--- config.mk ---
export PLATFORM = sky130hd
export DESIGN_NAME = div_unit_32bit
export DESIGN_NICKNAME = d
export VERILOG_FILES = /design/src/rtl/div_unit_32bit.sv
export SDC_FILE = /design/constraint.sdc
export NUM_CORES = 1
export LEC_CHECK = 0
export CORE_MARGIN = 5
export CORE_UTILIZATION = 45
export DETAILED_ROUTE_END_ITERATION = 8
export MAX_ROUTING_LAYER = met4
export PLACE_DENSITY = 0.66
export SLEW_MARGIN = 20
export SYNTH_ARGS = -nofsm -noshare
export SYNTH_HDL_FRONTEND = slang
export SYNTH_SLANG_ARGS = --single-unit
--- constraint.sdc ---
create_clock -name clk -period 11.5 [get_ports clk]
set_clock_uncertainty 0.2 [all_clocks]
set_input_delay 1.15 -clock clk [delete_from_list [all_inputs] [get_ports clk]]
set_output_delay 1.15 -clock clk [all_outputs]
set_load 0.01 [all_outputs]
--- src/rtl/div_unit_32bit.sv ---
// Multi-cycle restoring divider for DIV/DIVU: one quotient bit per clock,
// quotient to LO, remainder to HI, with a one-cycle done pulse.
module div_unit_32bit #(
  parameter int WIDTH = 32
) (
  input  logic             clk,
  input  logic             reset,
  input  logic             start,
  input  logic             is_signed,
  input  logic [WIDTH-1:0] dividend,
  input  logic [WIDTH-1:0] divisor,
  output logic             busy,
  output logic             done,
  output logic [WIDTH-1:0] quotient,
  output logic [WIDTH-1:0] remainder,
  output logic             div_by_zero
);

  localparam int CW = $clog2(WIDTH);
  localparam logic [CW-1:0] LAST = CW'(WIDTH - 1);

  typedef enum logic [1:0] {IDLE, CALC, DONE} state_t;

  state_t           state_q, state_d;
  logic [WIDTH-1:0] rem_q, rem_d;
  logic [WIDTH-1:0] quo_q, quo_d;
  logic [WIDTH-1:0] dvsr_q, dvsr_d;
  logic [CW-1:0]    count_q, count_d;
  logic             negQuo_q, negQuo_d;
  logic             negRem_q, negRem_d;
  logic [WIDTH-1:0] quotient_q, quotient_d;
  logic [WIDTH-1:0] remainder_q, remainder_d;
  logic             dbz_q, dbz_d;

  logic [WIDTH:0]   remWide, trial;
  logic [WIDTH-1:0] remNext, quoNext, dividendMag, divisorMag;

  always_ff @(posedge clk) begin
    if (reset) begin
      state_q     <= IDLE;
      rem_q       <= '0;
      quo_q       <= '0;
      dvsr_q      <= '0;
      count_q     <= '0;
      negQuo_q    <= 1'b0;
      negRem_q    <= 1'b0;
      quotient_q  <= '0;
      remainder_q <= '0;
      dbz_q       <= 1'b0;
    end else begin
      state_q     <= state_d;
      rem_q       <= rem_d;
      quo_q       <= quo_d;
      dvsr_q      <= dvsr_d;
      count_q     <= count_d;
      negQuo_q    <= negQuo_d;
      negRem_q    <= negRem_d;
      quotient_q  <= quotient_d;
      remainder_q <= remainder_d;
      dbz_q       <= dbz_d;
    end
  end

  always_comb begin
    state_d     = state_q;
    rem_d       = rem_q;
    quo_d       = quo_q;
    dvsr_d      = dvsr_q;
    count_d     = count_q;
    negQuo_d    = negQuo_q;
    negRem_d    = negRem_q;
    quotient_d  = quotient_q;
    remainder_d = remainder_q;
    dbz_d       = dbz_q;

    dividendMag = (is_signed && dividend[WIDTH-1]) ? -dividend : dividend;
    divisorMag  = (is_signed && divisor[WIDTH-1])  ? -divisor  : divisor;

    // The shifted partial remainder can exceed WIDTH bits, so the trial runs one bit wider.
    remWide = {rem_q, quo_q[WIDTH-1]};
    trial   = remWide - {1'b0, dvsr_q};
    if (trial[WIDTH]) begin
      remNext = remWide[WIDTH-1:0];
      quoNext = {quo_q[WIDTH-2:0], 1'b0};
    end else begin
      remNext = trial[WIDTH-1:0];
      quoNext = {quo_q[WIDTH-2:0], 1'b1};
    end

    case (state_q)
      IDLE: begin
        if (start) begin
          negQuo_d = is_signed & (dividend[WIDTH-1] ^ divisor[WIDTH-1]);
          negRem_d = is_signed & dividend[WIDTH-1];
          if (divisor == '0) begin
            quotient_d  = '1;
            remainder_d = dividend;
            dbz_d       = 1'b1;
            state_d     = DONE;
          end else begin
            rem_d   = '0;
            quo_d   = dividendMag;
            dvsr_d  = divisorMag;
            count_d = '0;
            dbz_d   = 1'b0;
            state_d = CALC;
          end
        end
      end
      CALC: begin
        rem_d   = remNext;
        quo_d   = quoNext;
        count_d = count_q + CW'(1);
        // Negating the most-negative magnitude wraps back onto itself, giving the overflow result.
        if (count_q == LAST) begin
          quotient_d  = negQuo_q ? -quoNext : quoNext;
          remainder_d = negRem_q ? -remNext : remNext;
          state_d     = DONE;
        end
      end
      DONE:    state_d = IDLE;
      default: state_d = IDLE;
    endcase
  end

  assign busy        = (state_q != IDLE);
  assign done        = (state_q == DONE);
  assign quotient    = quotient_q;
  assign remainder   = remainder_q;
  assign div_by_zero = dbz_q;

endmodule

==> impl_metrics.csv <==
group,metric,value,unit
global_routing,grt_pass1_vias,10894,
global_routing,antenna_found_initial,0,
status,status,"completed",
detailed_routing,drt_iter0_markers,938,
hold_path,min-delay-path-class,"flip-flop to flip-flop",
sta,fin_crit,6.07,ns
clock_network,cts_tree,"built",
clock_network,htreeDepth,4,
finish,area_growth_syn_to_layout,17.7,%
logic_synthesis,ys_seq_elements,170,
finish,final_layout_size_suffix_gt1_frac,0.0482,
die,die_w,173,um
logic_synthesis,synthCells,1608,
logic_synthesis,yosys-mux-area-fraction,0.0264,
setup_path,cp.required,11.65,ns
placement,dp.final_hpwl,27200,um
die,num_rows,59,
sta,hold_viol_final,0,
sta,rsz0062_at_grt,"no",
logic_synthesis,synth_ff_type,"dfxtp_1",
placement,place_area,13400,um^2
clock_network,cts_hold_buf,0,
logic_synthesis,synth_edf_count,0,
global_routing,grt.overflow.total,0,
finish,final_area,14000,um^2
clock_network,path_clk_slew,0.08,ns
finish,stdcell_count,2014,
logic_synthesis,synth_area,11900,um^2
clock_network,clk_path_buf_depth,2,
logic_synthesis,syn_nets,1715,
power,finalPower,0.00173,W
logic_synthesis,synth_compound_area_frac,0.275,
clock_network,post_cts_buffers,0,
logic_synthesis,postSynth.asyncResetShare,0,
sta,report.final.slew_viol_count,0,
die,fp.dieArea,29800,um^2
placement,place.gp.congestion,0.936,
sta,totalNegativeSetupSlack,0,ns
sta,setup_viol,0,
finish,nets,1773,
detailed_routing,drc,0,
detailed_routing,viasPerCell,5.89,
clock_network,cts_buffers,17,
setup_path,crit_path_start_kind,"flip-flop",
global_routing,grt_max_degree,109,
logic_synthesis,synth-simple-area-share,0.219,
logic_synthesis,synth_top_family_by_area,"compound AO/OA/AOI/OAI gates",
sta,relSlewSlack,0.271,
logic_synthesis,synth_top_area_frac,0.286,
sta,tightestPinTransition,1.09,ns
detailed_routing,vias,11865,
placement,portBuffers,134,
sta,max_freq,165,MHz
finish,final_cell_mix,"nor2_1, dfxtp_1, nand2_1",
power,power.density,124,nW/um^2
logic_synthesis,synthXorXnorAreaFrac,0.100,
finish,seq_area,3400,um^2
clock_network,clk_latency,0.45,ns
sta,post-route-period-util,0.528,
setup_path,crit_path_end_kind,"flip-flop",
logic_synthesis,yosysTopAreaCell,"dfxtp_1",
detailed_routing,drt_pass1_iterations,5,
finish,multiInputGateArea,7910,um^2
logic_synthesis,synthAdderAreaFrac,0.0417,
run,cap_violations,0,
die,initial_core_util,0.456,
finish,diodes,0,
clock_network,cts-resized-gates,0,
logic_synthesis,ys.warnings.count,0,
detailed_routing,routed_wl,36800,um
logic_synthesis,synth_area_per_cell,7.39,um^2
global_routing,grt_use_total,0.242,
setup_path,worstPathMaxFanout,41,
power,power.leakage,5.20,nW
setup_path,worstPathArrival,6.22,ns
placement,placed_cells,1981,
clock_network,root_buffer,"clkbuf_16",
finish,num-fill-cells,2518,
logic_synthesis,seq_area_frac_synth,0.286,
global_routing,grt_pass1_wl,58500,um
clock_network,clock-sinks,170,
sta,whs,0.269,ns
detailed_routing,antenna_left,0,
power,vdd_ir_drop_max,0.0000806,V
logic_synthesis,yosysUniqueCellTypes,81,
die,die_h,173,um
logic_synthesis,synth.area.top_cells,"dfxtp_1, nor2_1, a21oi_1, xnor2_1, nand2_1",
setup_path,worstSetupPathType,"flip-flop to flip-flop",
die,ios,135,
die,core_area,26100,um^2
finish,final_common_cell,"nor2_1",
detailed_routing,wl_per_cell,18.2,um
[cell usage after synthesis (all sizes together) (4+ instances only)]
master,instances
nand2,164
inv,53
nand2b,12
o2111ai,6
a21boi,5
or3,14
or4,13
ha,38
o31ai,22
o21a,6
nor2,215
nor3,43
or2,8
a21oi,159
clkbuf,96
o221ai,4
nand3,22
a21o,17
o22ai,9
a221oi,4
a311oi,7
and2,11
buf,11
nand4,15
xor2,60
o211ai,36
nor2b,6
a31oi,41
nor4,15
and3,15
o221a,7
mux2i,28
xnor2,76
o21bai,4
a211oi,50
o21ai,90
o41ai,14
dfxtp,170
[per-layer routing]
metal	routed length, um	share of wire	GRT usage	vias up
met3	1980	0.054	0.0352	38
met5	0	0	-	-
met4	869	0.024	0.0710	0
met2	17100	0.47	0.383	335
li1	-	-	-	5931
met1	16800	0.46	0.322	5561
[stage by stage]
stage	util	setup slack, ns
3_5_place_dp	0.512	5.54
2_1_floorplan	-	6.38
4_1_cts	0.536	5.51
3_3_place_gp	0.512	5.70
5_1_grt	0.537	4.92
6_report	0.537	5.43
[worst max-delay path, cell delays in order (launching register included)]
cell and delay (ns):
dfxtp_1 0.34, inv_1 0.07, ha_1 0.17, inv_1 0.07, fa_1 0.43, a211oi_4 0.30, o211ai_2 0.21, a31oi_2 0.37
a21oi_2 0.14, o21a_2 0.34, nor2_8 0.60, inv_2 0.48, a21oi_1 0.32, ha_1 0.24, nand2_1 0.07, mux2i_1 0.42
o2111ai_1 0.34, o41ai_1 0.50, xnor2_1 0.11, a221oi_1 0.23
[worst paths after layout]
check / from / to / slack (ns) / depth (start not counted)
max: quo_q[31] / remainder[28] / 5.43 / 19
min: dvsr_q[31] / dvsr_q[31] / 0.27 / 2
min reg2reg: dvsr_q[31] / dvsr_q[31] / 0.27 / 2
max reg2reg: quo_q[31] / remainder[28] / 5.43 / 19
[sequential cells by signal, indices dropped and copies added, names as in the netlist]
signal	count
count_q	5
remainder	32
div_by_zero	1
quotient	32
dvsr_q	32
negRem_q	1
quo_q	32
state_q	2
rem_q	32
negQuo_q	1
[layout make-up]
class,instances,area share
Multi-Input combinational cell,1278,0.566
Sequential cell,170,0.243
Timing Repair Buffer,146,0.104
Clock buffer,18,0.0314
Tap cell,335,0.0300
Inverter,53,0.0142
Clock inverter,14,0.0120
[where the power goes]
part,switching (W),total (W),leakage [nW],internal (W)
registers,0.0000353,0.000661,1.39,0.000626
logic,0.000284,0.000474,3.51,0.000190
clock network,0.000292,0.000593,0.296,0.000301
[kinds of logic (layout without fill, tap and decap cells)]
logic type,after synthesis,after routing
compound gates,504,504
xor+xnor,136,136
fa+ha+maj,39,39
buf+inv,160,231
flops,170,170
mux,31,31
simple gates,568,568
Power figures use the tool's default switching activity.
